**config.mk**
```make
export PLATFORM = sky130hd
export DESIGN_NAME = cache_tag_maint_ctrl_flat
export DESIGN_NICKNAME = d
export VERILOG_FILES = /design/src/rtl/cache_tag_maint_ctrl_if.sv /design/src/rtl/cache_tag_maint_ctrl.sv /design/src/flat_wrapper.sv
export SDC_FILE = /design/constraint.sdc
export NUM_CORES = 1
export LEC_CHECK = 0
export BUFFER_PORTS_ARGS = -buffer_cell sky130_fd_sc_hd__buf_2
export CORE_UTILIZATION = 40
export DETAILED_ROUTE_END_ITERATION = 7
export HOLD_SLACK_MARGIN = 0.15
export PLACE_DENSITY = 0.74
export SYNTH_ARGS = -nofsm -noshare
export SYNTH_HDL_FRONTEND = slang
export SYNTH_SLANG_ARGS = --single-unit
```
**constraint.sdc**
```tcl
create_clock -name clk -period 1.4 [get_ports clk]
set_input_delay 0.07 -clock clk [delete_from_list [all_inputs] [get_ports clk]]
set_output_delay 0.07 -clock clk [all_outputs]
set_load 0.01 [all_outputs]
```
**src/rtl/cache_tag_maint_ctrl_if.sv**
```systemverilog
// Bundle of command, status, tag-store maintenance and writeback signals
// between the cache control FSM, the tag store and the maintenance sequencer.
interface cache_tag_maint_ctrl_if #(
    parameter int unsigned ADDR_WIDTH = 9,
    parameter int unsigned TAG_WIDTH  = 21
);
    logic                  cmd_valid;
    logic                  cmd_op;
    logic                  cmd_ready;
    logic                  rw_idle;
    logic                  busy;
    logic                  done;
    logic [ADDR_WIDTH+2:0] wb_count;
    logic                  sel;

    logic [ADDR_WIDTH-1:0] ri_readAddress;
    logic [1:0]            ri_readChannel;
    logic [31:0]           ri_readData;
    logic [ADDR_WIDTH-1:0] ri_writeAddress;
    logic [1:0]            ri_writeChannel;
    logic                  ri_writeEnable;
    logic [31:0]           ri_writeData;

    logic                  wb_valid;
    logic                  wb_ready;
    logic [TAG_WIDTH-1:0]  wb_tag;
    logic [ADDR_WIDTH-1:0] wb_set;
    logic [1:0]            wb_way;

    // Sequencer side.
    modport slave (
        input  cmd_valid, cmd_op, rw_idle, ri_readData, wb_ready,
        output cmd_ready, busy, done, wb_count, sel,
        output ri_readAddress, ri_readChannel,
        output ri_writeAddress, ri_writeChannel, ri_writeEnable, ri_writeData,
        output wb_valid, wb_tag, wb_set, wb_way
    );

    // Requester / tag store / writeback engine side.
    modport master (
        output cmd_valid, cmd_op, rw_idle, ri_readData, wb_ready,
        input  cmd_ready, busy, done, wb_count, sel,
        input  ri_readAddress, ri_readChannel,
        input  ri_writeAddress, ri_writeChannel, ri_writeEnable, ri_writeData,
        input  wb_valid, wb_tag, wb_set, wb_way
    );
endinterface

```
**src/rtl/cache_tag_maint_ctrl.sv**
```systemverilog
// Whole-cache INVALIDATE / FLUSH sequencer: walks every set and way of the 4-way
// tag store, hands dirty valid blocks to the writeback engine, then clears the tag.
module cache_tag_maint_ctrl #(
    parameter int unsigned ADDR_WIDTH = 9,
    parameter int unsigned TAG_WIDTH  = 21
) (
    input logic                   clk,
    input logic                   rst,
    cache_tag_maint_ctrl_if.slave bus
);
    typedef enum logic [2:0] {
        StIdle,
        StWaitIdle,
        StRead,
        StCheck,
        StWb,
        StClear,
        StDone
    } state_e;

    state_e                state_q, state_d;
    logic [ADDR_WIDTH-1:0] set_q, set_d;
    logic [1:0]            way_q, way_d;
    logic                  op_q, op_d;
    logic [ADDR_WIDTH+2:0] wb_count_q, wb_count_d;
    logic [TAG_WIDTH-1:0]  wb_tag_q, wb_tag_d;
    logic [ADDR_WIDTH-1:0] wb_set_q, wb_set_d;
    logic [1:0]            wb_way_q, wb_way_d;

    logic tag_valid;
    logic tag_dirty;
    logic last_blk;
    logic unused_rd_bits;

    assign tag_valid      = bus.ri_readData[TAG_WIDTH];
    assign tag_dirty      = bus.ri_readData[TAG_WIDTH+1];
    assign last_blk       = (set_q == {ADDR_WIDTH{1'b1}}) && (way_q == 2'd3);
    assign unused_rd_bits = ^bus.ri_readData[31:TAG_WIDTH+2];

    // State register.
    always_ff @(posedge clk or posedge rst) begin
        if (rst) begin
            state_q <= StIdle;
        end else begin
            state_q <= state_d;
        end
    end

    always_ff @(posedge clk or posedge rst) begin
        if (rst) begin
            set_q      <= '0;
            way_q      <= '0;
            op_q       <= 1'b0;
            wb_count_q <= '0;
            wb_tag_q   <= '0;
            wb_set_q   <= '0;
            wb_way_q   <= '0;
        end else begin
            set_q      <= set_d;
            way_q      <= way_d;
            op_q       <= op_d;
            wb_count_q <= wb_count_d;
            wb_tag_q   <= wb_tag_d;
            wb_set_q   <= wb_set_d;
            wb_way_q   <= wb_way_d;
        end
    end

    // Next-state logic.
    always_comb begin
        state_d = state_q;
        unique case (state_q)
            StIdle: begin
                if (bus.cmd_valid) state_d = StWaitIdle;
            end
            StWaitIdle: begin
                if (bus.rw_idle) state_d = op_q ? StRead : StClear;
            end
            StRead: begin
                state_d = StCheck;
            end
            StCheck: begin
                // A dirty bit on an invalid entry is stale; treat it as clean.
                state_d = (tag_valid && tag_dirty) ? StWb : StClear;
            end
            StWb: begin
                if (bus.wb_ready) state_d = StClear;
            end
            StClear: begin
                if (last_blk) begin
                    state_d = StDone;
                end else begin
                    state_d = op_q ? StRead : StClear;
                end
            end
            StDone: begin
                state_d = StIdle;
            end
            default: begin
                state_d = StIdle;
            end
        endcase
    end

    // Datapath next-state: command latch, set/way walk, victim capture, count.
    always_comb begin
        op_d       = op_q;
        set_d      = set_q;
        way_d      = way_q;
        wb_count_d = wb_count_q;
        wb_tag_d   = wb_tag_q;
        wb_set_d   = wb_set_q;
        wb_way_d   = wb_way_q;
        unique case (state_q)
            StIdle: begin
                if (bus.cmd_valid) begin
                    op_d       = bus.cmd_op;
                    set_d      = '0;
                    way_d      = '0;
                    wb_count_d = '0;
                end
            end
            StCheck: begin
                if (tag_valid && tag_dirty) begin
                    wb_tag_d = bus.ri_readData[TAG_WIDTH-1:0];
                    wb_set_d = set_q;
                    wb_way_d = way_q;
                end
            end
            StWb: begin
                if (bus.wb_ready) wb_count_d = wb_count_q + (ADDR_WIDTH+3)'(1);
            end
            StClear: begin
                way_d = way_q + 2'd1;
                if (way_q == 2'd3) set_d = set_q + ADDR_WIDTH'(1);
            end
            default: begin
            end
        endcase
    end

    // Moore outputs; all strobes fall straight from state so reset drops them at once.
    always_comb begin
        bus.cmd_ready      = 1'b0;
        bus.busy           = 1'b0;
        bus.sel            = 1'b0;
        bus.done           = 1'b0;
        bus.wb_valid       = 1'b0;
        bus.ri_writeEnable = 1'b0;
        unique case (state_q)
            StIdle: begin
                bus.cmd_ready = 1'b1;
            end
            StWaitIdle: begin
                bus.busy = 1'b1;
            end
            StRead, StCheck: begin
                bus.busy = 1'b1;
                bus.sel  = 1'b1;
            end
            StWb: begin
                bus.busy     = 1'b1;
                bus.sel      = 1'b1;
                bus.wb_valid = 1'b1;
            end
            StClear: begin
                bus.busy           = 1'b1;
                bus.sel            = 1'b1;
                bus.ri_writeEnable = 1'b1;
            end
            StDone: begin
                bus.busy = 1'b1;
                bus.sel  = 1'b1;
                bus.done = 1'b1;
            end
            default: begin
            end
        endcase
    end

    assign bus.ri_readAddress  = set_q;
    assign bus.ri_readChannel  = way_q;
    assign bus.ri_writeAddress = set_q;
    assign bus.ri_writeChannel = way_q;
    assign bus.ri_writeData    = 32'd0;
    assign bus.wb_count        = wb_count_q;
    assign bus.wb_tag          = wb_tag_q;
    assign bus.wb_set          = wb_set_q;
    assign bus.wb_way          = wb_way_q;
endmodule

```
**src/flat_wrapper.sv**
```systemverilog
// flat-port wrapper written by rule: the top's interface ports become plain ports
module cache_tag_maint_ctrl_flat 
#(
    parameter int unsigned ADDR_WIDTH = 9,
    parameter int unsigned TAG_WIDTH  = 21
)
  (clk, rst, bus_cmd_valid, bus_cmd_op, bus_rw_idle, bus_ri_readData, bus_wb_ready, bus_cmd_ready, bus_busy, bus_done, bus_wb_count, bus_sel, bus_ri_readAddress, bus_ri_readChannel, bus_ri_writeAddress, bus_ri_writeChannel, bus_ri_writeEnable, bus_ri_writeData, bus_wb_valid, bus_wb_tag, bus_wb_set, bus_wb_way);
  cache_tag_maint_ctrl_if #(.ADDR_WIDTH(ADDR_WIDTH), .TAG_WIDTH(TAG_WIDTH)) bus_i ();
  input logic clk;
  input logic rst;
  input wire logic [$bits(bus_i.cmd_valid)-1:0] bus_cmd_valid;
  input wire logic [$bits(bus_i.cmd_op)-1:0] bus_cmd_op;
  input wire logic [$bits(bus_i.rw_idle)-1:0] bus_rw_idle;
  input wire logic [$bits(bus_i.ri_readData)-1:0] bus_ri_readData;
  input wire logic [$bits(bus_i.wb_ready)-1:0] bus_wb_ready;
  output wire logic [$bits(bus_i.cmd_ready)-1:0] bus_cmd_ready;
  output wire logic [$bits(bus_i.busy)-1:0] bus_busy;
  output wire logic [$bits(bus_i.done)-1:0] bus_done;
  output wire logic [$bits(bus_i.wb_count)-1:0] bus_wb_count;
  output wire logic [$bits(bus_i.sel)-1:0] bus_sel;
  output wire logic [$bits(bus_i.ri_readAddress)-1:0] bus_ri_readAddress;
  output wire logic [$bits(bus_i.ri_readChannel)-1:0] bus_ri_readChannel;
  output wire logic [$bits(bus_i.ri_writeAddress)-1:0] bus_ri_writeAddress;
  output wire logic [$bits(bus_i.ri_writeChannel)-1:0] bus_ri_writeChannel;
  output wire logic [$bits(bus_i.ri_writeEnable)-1:0] bus_ri_writeEnable;
  output wire logic [$bits(bus_i.ri_writeData)-1:0] bus_ri_writeData;
  output wire logic [$bits(bus_i.wb_valid)-1:0] bus_wb_valid;
  output wire logic [$bits(bus_i.wb_tag)-1:0] bus_wb_tag;
  output wire logic [$bits(bus_i.wb_set)-1:0] bus_wb_set;
  output wire logic [$bits(bus_i.wb_way)-1:0] bus_wb_way;
  assign bus_i.cmd_valid = bus_cmd_valid;
  assign bus_i.cmd_op = bus_cmd_op;
  assign bus_i.rw_idle = bus_rw_idle;
  assign bus_i.ri_readData = bus_ri_readData;
  assign bus_i.wb_ready = bus_wb_ready;
  assign bus_cmd_ready = bus_i.cmd_ready;
  assign bus_busy = bus_i.busy;
  assign bus_done = bus_i.done;
  assign bus_wb_count = bus_i.wb_count;
  assign bus_sel = bus_i.sel;
  assign bus_ri_readAddress = bus_i.ri_readAddress;
  assign bus_ri_readChannel = bus_i.ri_readChannel;
  assign bus_ri_writeAddress = bus_i.ri_writeAddress;
  assign bus_ri_writeChannel = bus_i.ri_writeChannel;
  assign bus_ri_writeEnable = bus_i.ri_writeEnable;
  assign bus_ri_writeData = bus_i.ri_writeData;
  assign bus_wb_valid = bus_i.wb_valid;
  assign bus_wb_tag = bus_i.wb_tag;
  assign bus_wb_set = bus_i.wb_set;
  assign bus_wb_way = bus_i.wb_way;
  cache_tag_maint_ctrl #(.ADDR_WIDTH(ADDR_WIDTH), .TAG_WIDTH(TAG_WIDTH)) u_core (.clk(clk), .rst(rst), .bus(bus_i));
endmodule
```
**Yosys cells after proc, flatten, opt, wreduce, memory -nomap -nowiden**

Index checks and enable logic that the tools add are counted.

- Word-level logic and storage cells: 57
- Bits of input ports: 38
- Output and inout port bits: 104
- Register bits: 59

- Reduce and logical (&&, ||, !) cells: 13
- Mux-type cells: 21
- Equality and inequality tests: 12
- Add/sub/neg operators: 3

Operators by type and width:

| cell | number |
|---|---|
| two-way mux 12 bit | 2 |
| case mux 12 bit (2 select lines) | 1 |
| two-way mux 9 bit | 2 |
| case mux 3 bit (6 select lines) | 1 |
| case mux 9 bit (2 select lines) | 1 |
| two-way mux 3 bit | 5 |
| adder 12 x 1 -> 12 bit, second input constant | 1 |
| adder 9 x 1 -> 9 bit, second input constant | 1 |
| == test 3 bit, second input constant | 3 |
| == test 9 bit, second input constant | 1 |
| AND reduction 3 bit | 3 |
| two-way mux 1 bit | 7 |
| == test 3 x 2 -> 1 bit, second input constant | 2 |
| != test 2 bit, second input constant | 3 |
| AND reduction 2 bit | 3 |
| OR reduction 6 bit | 1 |
| OR reduction 5 bit | 1 |
| case mux 2 bit (2 select lines) | 1 |
| nonzero test 2 bit | 2 |
| == test 3 x 1 -> 1 bit, second input constant | 1 |
| logical NOT 3 bit | 1 |
| adder 2 x 1 -> 2 bit, second input constant | 1 |
| == test 2 bit, second input constant | 1 |
| logical AND 1 bit | 2 |
| 2 further kinds | 2 |

**Depth between registers and ports, before layout**

Gate-level depths: netlist of run 1.

- Word-level depth: 4
- Depth in mapped cells: 7

**Worst setup path after synthesis of run 1**

OpenSTA, ideal clock, no wires.

- Path kind: register to register
- From: reg u_core.set_q[2], in the netlist u_core.bus.ri_readAddress[2]
- To: reg u_core.state_q[0]
- Period minus slack after synthesis: 1,561 ps
- Data arrival time: 1,441 ps
- Path slack: -161 ps
- Setup time: 120 ps
- Required time: 1,280 ps
- Path buffers: 0
- Stages on the path, launching flop included: 8
- Path through: dfrtp_1 > and4_1 > and4_1 > ha_1 > nand2_1 > nand3b_1 > a31oi_1 > a31o_2

- Word-level cells in the longest chain between the ends: 4

RTL lines:

| element | RTL line | text |
|---|---|---|
| start: declaration | cache_tag_maint_ctrl.sv:22 | `logic [ADDR_WIDTH-1:0] set_q, set_d;` |
| start signal: assignment | cache_tag_maint_ctrl.sv:59 | `set_q <= set_d;` |
| == test 9 bit | cache_tag_maint_ctrl.sv:37 | `assign last_blk = (set_q == {ADDR_WIDTH{1'b1}}) && (way_q == 2'd3);` |
| logical AND 1 bit | cache_tag_maint_ctrl.sv:37 |  |
| two-way mux 3 bit | cache_tag_maint_ctrl.sv:90 | `if (last_blk) begin` |
| case mux 3 bit (6 select lines) | cache_tag_maint_ctrl.sv:72 | `unique case (state_q)` |
| end signal: assignment | cache_tag_maint_ctrl.sv:43 | `state_q <= StIdle;` |
| end signal: assignment | cache_tag_maint_ctrl.sv:45 | `state_q <= state_d;` |
| end: declaration | cache_tag_maint_ctrl.sv:21 | `state_e state_q, state_d;` |

No other way between the ends.
A chain may end at the register's enable or synchronous reset.

**Worst setup path after layout of run 1**

- From: reg u_core.state_q[1]
- To: reg u_core.wb_set_q[8], in the netlist u_core.bus.wb_set[8]

- Word-level cells in the longest chain between the ends: 2

RTL lines:

| element | RTL line | text |
|---|---|---|
| == test 3 x 2 -> 1 bit | cache_tag_maint_ctrl.sv:114 | `unique case (state_q)` |
| AND reduction 2 bit (no source line) | -- |  |
| end signal: assignment | cache_tag_maint_ctrl.sv:64 | `wb_set_q <= wb_set_d;` |
| end: declaration | cache_tag_maint_ctrl.sv:27 | `logic [ADDR_WIDTH-1:0] wb_set_q, wb_set_d;` |

No other way between the ends.

==> summary.txt, run 1 <==
STA
  • Final period util: 110%
  • RSZ-0062 raised after global routing: yes
  • Final setup vio count: 53
  • Worst slew pin tran: 0.500 ns
  • Final hold viol count: 0
  • Min Tclk post-route: 1.54 ns
  • Slew margin rel.: 66.6%
  • Clock skew: 0.0110 ns
  • PnR worst setup slack: -0.144 ns
  • Hold slack: 0.176 ns
  • Max Slew Vio Count: 0
  • Max Clk Rate: 648 MHz

Pwr
  • LEAKAGE: 2.56 nW
  • Max VDD drop: 1040 uV
  • Power per Cell Area: 1580 nW/um2

Final layout
  • Antenna diodes: 0
  • Filler Cell Count: 543
  • Area of the multi-input gates: 1530 um2
  • Final Non-Filler Cells: 556
  • Post-layout util: 65.8%
  • Most common cell after layout, fill and taps aside: buf_2
  • Area Overhead vs Synth: 56.7%
  • Most frequent cells in the layout: buf_2, dfrtp_1, buf_4, conb_1, mux2_2
  • Layout Nets: 494
  • Reg area: 1490 um2
  • Layout cells sized above 1: 56.9%

Floorplan
  • Row count: 31
  • Core footprint: 7330 um2
  • Die width: 89.8 um
  • Die height: 89.8 um
  • # IOs: 142
  • Initial Util: 42.0%
  • Die area: 8060 um2

Outcome
  • Status: complete, but fails checks
  • Failing checks: negative setup slack

Synth
  • Post-synthesis sequential area ratio: 47.9%
  • Post-synth top flop: dfrtp_1
  • YS warnings: 0
  • Avg Inst Size Synth: 11.2 um2
  • Mapped cell area: 3080 um2
  • Synth cell types: 44
  • Flops & latches, synth: 59
  • Cell count after synthesis: 275
  • Synth async-reset ratio: 100%
  • EDFF count, synth: 0

Placed design
  • Port Buffers: 100
  • DP Wirelength: 4850 um
  • Placer Congestion: 0.838
  • Placed Instances: 490

Clock network
  • Clk slew on worst S/H paths: 0.07 ns
  • Clk sinks: 59
  • Worst-skew pair later-pin latency: 0.33 ns
  • H-tree level count: 3
  • CTS tree: yes
  • CTS Buf Count: 9
  • Root Buffer: clkbuf_8
  • Clock Path Buffers: 2

Setup path
  • CP endpoint kind: flop
  • WP depth: 5
  • Maximum fanout along the worst path: 8
  • Worst-path cell chain: buf_6, and4_4, nand2_8, clkbuf_16, mux2_4
  • Setup CP Type: flop to flop
  • Worst endpoint required time: 1.61 ns
  • Worst Reg-to-Reg Cells: 5
  • Buf/Inv on CP: 2
  • Worst path slowest cell: dfrtp_2
  • CP Launch Type: flop
  • Worst Path Arrival: 1.75 ns
  • Largest stage delay on the critical path: 0.46 ns
  • Crit path max-delay family: flip-flops

Detailed routing
  • DR DRC count: 0
  • Post-DR vias/cell: 4.73
  • WL/cell: 14.3 um
  • Drt total wl: 7940 um
  • Via count: 2,629
  • Drt pass-1 iters: 4
  • Antenna Nets Post-Route: 0
  • Initial DRC count: 73

Global route
  • Global route overflow: 0
  • Initial antenna violation count: 0
  • First-pass GRT wire length: 12,400 um
  • Vias in the first global route: 2,537
  • Largest net degree at the start of global routing: 22
  • Total Routing Usage GR: 19.4%

Job
  • Max Cap Viol: 0

Min path
  • HP Class: primary input to flop
  • WHS Path Cells: 4
tightest hold or removal path, stage by stage:
cell and delay (ns):
buf_2 0.14, nand2_1 0.15, nand2_1 0.07, nand2_1 0.06
where the power goes:
part / switching, mW / total [mW] / internal, mW
registers: 0.341 / 2.52 / 2.18
logic: 1.62 / 3.53 / 1.91
clock network: 0.655 / 1.57 / 0.917
total: 2.62 / 7.63 / 5.01
cell usage after synthesis (2+ instances only):
cell type | n | area share [%]
a21oi_1 | 6 | 0.97
a22o_1 | 3 | 0.85
and2_1 | 2 | 0.41
and4_1 | 3 | 0.85
buf_2 | 5 | 0.81
buf_4 | 46 | 11
buf_6 | 2 | 0.73
clkbuf_1 | 2 | 0.24
dfrtp_1 | 59 | 48
ha_1 | 4 | 1.6
inv_1 | 6 | 0.73
mux2_1 | 2 | 0.73
mux2_2 | 32 | 12
mux2i_1 | 2 | 0.65
nand2_1 | 19 | 2.3
nand3_1 | 7 | 1.1
nand3b_1 | 2 | 0.49
nand4_1 | 2 | 0.41
nor2_1 | 19 | 2.3
nor3_1 | 3 | 0.49
nor4_1 | 3 | 0.61
nor4_2 | 2 | 0.81
o211ai_1 | 2 | 0.49
o21ai_0 | 11 | 1.8
or3_1 | 2 | 0.41
xnor2_1 | 8 | 2.3
xor2_1 | 4 | 1.1
flip-flops by register name (all words and copies together) (netlist names):
name / flops
u_core.op_q: 1
u_core.bus.ri_readAddress: 9
u_core.bus.wb_way: 2
u_core.bus.ri_readChannel: 2
u_core.bus.wb_tag: 21
u_core.bus.wb_set: 9
u_core.state_q: 3
u_core.bus.wb_count: 12
logic make-up (layout without fill, tap and decap cells):
kind of cell	after synthesis	after routing	share of synthesized area [%]
buffers and inverters	61	212	13.7
flip-flops	59	59	47.9
other	1	32	0.122
AO/OA/AOI/OAI	29	29	5.97
adder cells (fa/ha/maj)	4	4	1.62
XOR/XNOR	12	12	3.41
AND/OR/NAND/NOR	73	73	14.1
multiplexers	36	36	13.1
worst paths after layout:
path,from,to,slack (ns)
worst max-delay path,u_core.state_q[1],u_core.bus.wb_set[8],-0.14
worst min-delay path,bus_cmd_valid,u_core.op_q,0.18
worst max register to register,u_core.state_q[1],u_core.bus.wb_set[8],-0.14
worst min register to register,u_core.bus.wb_set[7],u_core.bus.wb_set[7],0.50
max in group asynchronous,rst,u_core.bus.ri_readAddress[2],0.58
min in group asynchronous,rst,u_core.bus.wb_set[1],0.34
layer usage:
layer | GRT usage, % | part of all wire, %
met1 | 23.4 | 42
met2 | 34.0 | 52
met3 | 4.65 | 4.3
met4 | 6.42 | 2.3
met5 | 0 | 0
what timing repair did:
action                                 4_1_cts  5_1_grt
cloned                                       1        3
setup endpoints to repair                   60       61
setup buffers                               13        8
hold buffers                                26        0
gates resized for setup                     39       35
pin swaps                                   29       23
endpoints found under the hold margin       84        0
final cells by class:
type | instances | share of cell area (%)
clock buffers | 12 | 3.21
clock inverters | 4 | 1.01
multi-input cells | 186 | 31.7
inverters | 6 | 0.544
repair buffers | 190 | 30.1
well taps | 99 | 2.57
flip-flops and latches | 59 | 30.8
stage by stage:
stage / TNS [ns] / area [um2] / power, mW / setup slack [ns]
finish: -4.87 / 4830 / 7.63 / -0.144
global placement: -2.57 / 3820 / 5.12 / -0.147
global route: -7.24 / 4830 / 8.09 / -0.263
floorplan: -0.888 / 3270 / 4.16 / -0.122
detailed placement: -3.68 / 3820 / 5.19 / -0.163
CTS: -3.66 / 4550 / 7.24 / -0.121
(Power assumes the default switching activity.)
==> run 2, diff against run 1 <==
CTS_BUF_LIST = sky130_fd_sc_hd__clkbuf_4 sky130_fd_sc_hd__clkbuf_8   (was not set)
REMOVE_ABC_BUFFERS = 1   (was not set)
==> run 2 against run 1 <==
The run still ends with negative setup slack left. Via count shrank 1.1%. Worst setup slack worse by 0.015 ns. Combinational power down 3%. Count of clock-buffer cells in the layout rose by 1. Critical path depth up 1. Clock power about the same. Fmax fell by 0.97%. Wire length shrank 1.8%. Cell count shrank 1.1%. Critical endpoint is now u_core.bus.ri_readAddress[3]. Highest routed layer unchanged.
==> summary.txt, run 2 (synthesis results as in run 1) <==
Pwr
  • Switch share: 34.5% (was 34.3%)
  • LEAKAGE: 2.48 nW (was 2.56 nW)
  • Clock power share: 20.7% (was 20.6%)
  • Pint: 4.93 mW (was 5.01 mW)
  • Sequential power share: 33.8% (was 33.1%)
  • Switching Power: 2.60 mW (was 2.62 mW)
  • Power per Cell Area: 1610 nW/um2 (was 1580 nW/um2)
  • Max VDD drop: 889 uV (was 1040 uV)
  • Comb power frac: 45.5% (was 46.3%)

Placed design
  • Port Buffers: 100 (unchanged)
  • Placer Congestion: 0.858 (was 0.838)
  • DP Wirelength: 4780 um (was 4850 um)

Setup path
  • Worst endpoint required time: 1.62 ns (was 1.61 ns)
  • Most used cell, CP: buf_6
  • Largest stage delay on the critical path: 0.48 ns (was 0.46 ns)
  • CP Launch Type: flop (unchanged)
  • Setup CP Type: flop to flop (unchanged)
  • WP depth: 6 (was 5)
  • CP endpoint kind: flop (unchanged)
  • Crit path max-delay family: flip-flops (unchanged)
  • Worst Path Arrival: 1.78 ns (was 1.75 ns)
  • Worst path slowest cell: dfrtp_2 (unchanged)
  • Buf/Inv on CP: 2 (unchanged)
  • Worst Reg-to-Reg Cells: 6 (was 5)
  • Maximum fanout along the worst path: 6 (was 8)
  • Worst-path cell chain: buf_6, and4b_2, buf_6, o211ai_1, xor2_1, nor2_1 (was buf_6, and4_4, nand2_8, clkbuf_16, mux2_4)

Outcome
  • Status: complete, but fails checks (unchanged)
  • Failing checks: negative setup slack (unchanged)

Detailed routing
  • WL/cell: 14.2 um (was 14.3 um)
  • WL met3: 408 um (was 342 um)
  • Post-DR vias/cell: 4.73 (about the same)
  • Initial DRC count: 141 (was 73)
  • Antenna Nets Post-Route: 0 (unchanged)
  • Drt total wl: 7800 um (was 7940 um)
  • WL met2: 4030 um (was 4100 um)
  • Drt pass-1 iters: 4 (unchanged)
  • Metal-1 WL: 3210 um (was 3320 um)
  • Highest Signal Layer: met4 (unchanged)
  • Via count: 2,601 (was 2,629)
  • DR DRC count: 0 (unchanged)

Clock network
  • Worst-skew pair later-pin latency: 0.33 ns (about the same)
  • Clk sinks: 59 (unchanged)
  • H-tree level count: 3 (unchanged)
  • CTS tree: yes (unchanged)
  • Clk slew on worst S/H paths: 0.06 ns (was 0.07 ns)
  • CTS Buf Count: 9 (unchanged)
  • Root Buffer: clkbuf_8 (unchanged)
  • Clock Path Buffers: 2 (unchanged)

Final layout
  • Filler Cell Count: 572 (was 543)
  • Area of the multi-input gates: 1480 um2 (was 1530 um2)
  • Most common cell after layout, fill and taps aside: buf_2 (unchanged)
  • Max FFs per register: 21 (unchanged)
  • Most frequent cells in the layout: buf_2, dfrtp_1, buf_4, conb_1, mux2_2 (unchanged)
  • Post-layout util: 63.9% (was 65.8%)
  • Layout Nets: 489 (was 494)
  • Antenna diodes: 0 (unchanged)
  • Reg area: 1480 um2 (was 1490 um2)
  • Layout cells sized above 1: 55.9% (was 56.9%)
  • Area Overhead vs Synth: 52.1% (was 56.7%)

Global route
  • Total Routing Usage GR: 18.9% (was 19.4%)
  • Largest net degree at the start of global routing: 41 (was 22)
  • Vias in the first global route: 2,511 (was 2,537)
  • First-pass GRT wire length: 12,000 um (was 12,400 um)
  • Global route overflow: 0 (unchanged)
  • Initial antenna violation count: 0 (unchanged)

STA
  • PnR worst setup slack: -0.159 ns (was -0.144 ns)
  • Final setup vio count: 49 (was 53)
  • Max Slew Vio Count: 0 (unchanged)
  • Clock skew: 0.0106 ns (was 0.0110 ns)
  • Final period util: 111% (was 110%)
  • Min Tclk post-route: 1.56 ns (was 1.54 ns)
  • Final hold viol count: 0 (unchanged)
  • Setup TNS: -2.13 ns (was -4.87 ns)
  • RSZ-0062 raised after global routing: yes (unchanged)
  • Max Clk Rate: 642 MHz (was 648 MHz)

Job
  • Max Cap Viol: 0 (unchanged)

Min path
  • HP Class: primary input to asynchronous set/reset pin (was primary input to flop)

Floorplan
  • Core footprint: 7330 um2 (unchanged)
  • # IOs: 142 (unchanged)
  • Initial Util: 42.0% (unchanged)
  • Die area: 8060 um2 (unchanged)
  • Row count: 31 (unchanged)
  • Die height: 89.8 um (unchanged)
  • Die width: 89.8 um (unchanged)
-- run 2: layer usage --
layer  GRT usage (%)  up-vias
li1                -     1222
met1            22.5     1264
met2            32.6      100
met3            4.91       15
met4            7.79        0
met5               0        -
-- run 2: metrics by stage --
stage / cell area [um2] / setup slack (ns) / cells / hold WS [ns] / power, mW
after floorplan: 2800 / -0.633 / 251 / 0.163 / 3.86
after global placement: 3720 / -0.129 / 487 / 0.0978 / 5.06
after global routing: 4680 / -0.198 / 550 / 0.332 / 7.95
final: 4680 / -0.159 / 550 / 0.295 / 7.54
after CTS: 4550 / -0.133 / 544 / 0.281 / 7.37
after detailed placement: 3720 / -0.200 / 487 / 0.100 / 5.14
-- run 2: timing repair --
action                     in CTS  in global routing
setup endpoints to repair      64                 65
hold endpoints to repair       84                  0
hold buffers                   26                  0
gates resized for setup        65                 14
buffers inserted               15                  4
cloned                          2                  2
pin swaps                      31                 10
-- run 2: tightest hold or removal path: stages --
cell	delay [ns]
dlygate4sd3_1	0.53
buf_2	0.13
inv_2	0.32
-- run 2: power groups by stage --
stage	Clock [mW]	Sequential, mW	Combinational (mW)
floorplan	0	2.84	1.03
detailed placement	0	2.53	2.60
finish	1.56	2.54	3.43
global placement	0	2.51	2.55
CTS	1.60	2.52	3.25
global route	1.66	2.60	3.69
-- run 2: area by class of cell --
| cell class | instances | area share, % |
|---|---|---|
| Clock buffer | 13 | 3.55 |
| Clock inverter | 2 | 0.748 |
| Inverter | 6 | 0.481 |
| Multi-Input combinational cell | 186 | 31.6 |
| Sequential cell | 59 | 31.6 |
| Tap cell | 99 | 2.64 |
| Timing Repair Buffer | 185 | 29.4 |
-- run 2: path summary, 6_finish.rpt --
path                                            start                      endpoint  slack, ns
worst max-delay path                u_core.state_q[0]  u_core.bus.ri_readAddress[3]      -0.16
worst min-delay path                              rst          u_core.bus.wb_tag[1]       0.30
min in group clk                  bus_ri_readData[22]             u_core.state_q[0]       0.32
worst min register to register  u_core.bus.wb_tag[19]         u_core.bus.wb_tag[19]       0.50
max in group asynchronous                         rst             u_core.state_q[0]       0.53
worst max register to register      u_core.state_q[0]  u_core.bus.ri_readAddress[3]      -0.16
==> run 3, diff against run 2 <==
CORE_UTILIZATION = 47   (was 40)
PLACE_DENSITY = 0.81   (was 0.74)
clock period = 1.45 ns   (was 1.4 ns; I/O delays follow)
==> run 3 against run 2 <==
The flow still finishes with violations (negative setup slack). Largest cell class is now multi-input combinational cells. Fmax down 6.9%. Critical endpoint is now u_core.state_q[0]. Core utilization up 12 points. Count of clock-buffer cells in the layout decreased by 2. Critical path depth grew 1. Critical path type unchanged.
==> summary.txt, run 3 (synthesis results as in run 1) <==
Final layout
  • Max FFs per register: 21 (unchanged)
  • Filler Cell Count: 375 (was 572)
  • Most frequent cells in the layout: buf_2, dfrtp_1, buf_4, conb_1, dlygate4sd3_1 (was buf_2, dfrtp_1, buf_4, conb_1, mux2_2)
  • Antenna diodes: 0 (unchanged)
  • Post-layout util: 76.4% (was 63.9%)
  • Layout Nets: 501 (was 489)
  • Post-route cell area: 4850 um2 (was 4680 um2)
  • Area Overhead vs Synth: 57.4% (was 52.1%)
  • Most common cell after layout, fill and taps aside: buf_2 (unchanged)
  • Layout cells sized above 1: 57.5% (was 55.9%)

STA
  • PnR worst setup slack: -0.224 ns (was -0.159 ns)
  • Final period util: 115% (was 111%)
  • Clock skew: 0.0172 ns (was 0.0106 ns)
  • Min Tclk post-route: 1.67 ns (was 1.56 ns)
  • Max Clk Rate: 597 MHz (was 642 MHz)
  • Hold slack: 0.287 ns (was 0.295 ns)
  • Final hold viol count: 0 (unchanged)
  • Setup TNS: -6.52 ns (was -2.13 ns)
  • RSZ-0062 raised after global routing: yes (unchanged)
  • Max Slew Vio Count: 0 (unchanged)
  • Final setup vio count: 64 (was 49)

Floorplan
  • Core footprint: 6350 um2 (was 7330 um2)
  • # IOs: 142 (unchanged)
  • Die area: 6880 um2 (was 8060 um2)
  • Die height: 83.0 um (was 89.8 um)
  • Row count: 29 (was 31)
  • Die width: 83.0 um (was 89.8 um)
  • Initial Util: 48.5% (was 42.0%)

Pwr
  • LEAKAGE: 2.62 nW (was 2.48 nW)
  • Total Power: 7.83 mW (was 7.54 mW)
  • Max VDD drop: 1000 uV (was 889 uV)
  • Power per Cell Area: 1620 nW/um2 (was 1610 nW/um2)

Setup path
  • Worst endpoint required time: 1.68 ns (was 1.62 ns)
  • Worst Path Arrival: 1.90 ns (was 1.78 ns)
  • CP Launch Type: flop (unchanged)
  • Maximum fanout along the worst path: 3 (was 6)
  • Largest stage delay on the critical path: 0.38 ns (was 0.48 ns)
  • Reg2reg setup slack: -0.22 ns (was -0.16 ns)
  • Setup CP Type: flop to flop (unchanged)
  • Buf/Inv on CP: 0 (was 2)
  • Worst path slowest cell: dfrtp_1 (was dfrtp_2)
  • CP endpoint kind: flop (unchanged)
  • Worst-path cell chain: and4_4, and4_1, ha_2, nand2_2, nand3b_1, a31oi_1, a31o_2 (was buf_6, and4b_2, buf_6, o211ai_1, xor2_1, nor2_1)
  • Crit path max-delay family: simple AND/OR/NAND/NOR gates (was flip-flops)

Placed design
  • Port Buffers: 100 (unchanged)
  • Placement Cell Area: 3730 um2 (was 3720 um2)
  • Placer Congestion: 0.886 (was 0.858)
  • DP Wirelength: 5040 um (was 4780 um)

Detailed routing
  • Via count: 2,813 (was 2,601)
  • Antenna Nets Post-Route: 0 (unchanged)
  • Post-DR vias/cell: 5.20 (was 4.73)
  • Drt pass-1 iters: 4 (unchanged)
  • Initial DRC count: 133 (was 141)
  • Drt total wl: 9850 um (was 7800 um)
  • DR DRC count: 0 (unchanged)
  • WL/cell: 18.2 um (was 14.2 um)

Clock network
  • Root Buffer: clkbuf_8 (unchanged)
  • Clk sinks: 59 (unchanged)
  • Worst-skew pair later-pin latency: 0.35 ns (was 0.33 ns)
  • Clock Path Buffers: 2 (unchanged)
  • CTS Buf Count: 9 (unchanged)
  • H-tree level count: 3 (unchanged)
  • CTS tree: yes (unchanged)
  • Clk slew on worst S/H paths: 0.07 ns (was 0.06 ns)

Min path
  • HP Class: primary input to asynchronous set/reset pin (unchanged)

Outcome
  • Status: complete, but fails checks (unchanged)
  • Failing checks: negative setup slack (unchanged)

Global route
  • First-pass GRT wire length: 15,300 um (was 12,000 um)
  • Total Routing Usage GR: 28.8% (was 18.9%)
  • Largest net degree at the start of global routing: 33 (was 41)
  • Global route overflow: 0 (unchanged)
  • Initial antenna violation count: 0 (unchanged)
  • Vias in the first global route: 2,968 (was 2,511)

Job
  • Max Cap Viol: 0 (unchanged)
## run 3: cell types whose count changed in the layout (fill, tap and decap cells not counted), sizes merged
cell | previous run | this run
buf | 157 | 169
clkbuf | 15 | 12
clkinv | 1 | 3
clkinvlp | 0 | 1
dlygate4sd3 | 26 | 27
## run 3: path summary, 6_finish.rpt
check / from / end / cells after the start
max: u_core.bus.ri_readAddress[4] / u_core.state_q[0] / 7
min: rst / u_core.bus.wb_tag[12] / 3
max reg2reg: u_core.bus.ri_readAddress[4] / u_core.state_q[0] / 7
min reg2reg: u_core.bus.wb_tag[5] / u_core.bus.wb_tag[5] / 1
max in group asynchronous: rst / u_core.state_q[0] / 4
min in group clk: bus_ri_readData[22] / u_core.state_q[0] / 4
## run 3: through the flow
stage | cells | setup WS (ns)
2_1_floorplan | 251 | -0.583
3_3_place_gp | 469 | -0.106
3_5_place_dp | 469 | -0.142
4_1_cts | 529 | -0.158
5_1_grt | 541 | -0.246
6_report | 541 | -0.224
## run 3: layout make-up
cell class	instances	area (um2)	area share, %
inverter	6	22.5	0.465
tap	77	96.3	1.99
sequential	59	1480	30.5
clock inverter	5	52.6	1.08
timing repair buffer	197	1500	30.8
clock buffer	11	145	2.99
multi-input combinational	186	1560	32.1
## run 3: where the power goes
group          switching (mW)  internal (mW)
logic                    1.82           2.02
registers               0.343           2.10
clock network           0.696          0.851
total                    2.86           4.97
## run 3: what timing repair did
action                                 in CTS  in global routing
buffers inserted                           16                 14
pin swaps                                  36                 18
setup endpoints to repair                  61                 64
hold buffers                               27                  0
endpoints found under the hold margin      83                  0
resized for setup                          79                 23
gates cloned                                2                  1
## run 3: layer usage
metal	GRT usage (%)	wire length (um)	vias to the layer above
met2	48.2	5130	130
met4	18.8	394	0
li1	-	-	1240
met3	4.77	431	34
met5	0	0	-
met1	34.4	3900	1409
## run 3: worst min-delay path, stage by stage
cell	delay (ns)
dlygate4sd3_1	0.53
buf_2	0.12
inv_2	0.33
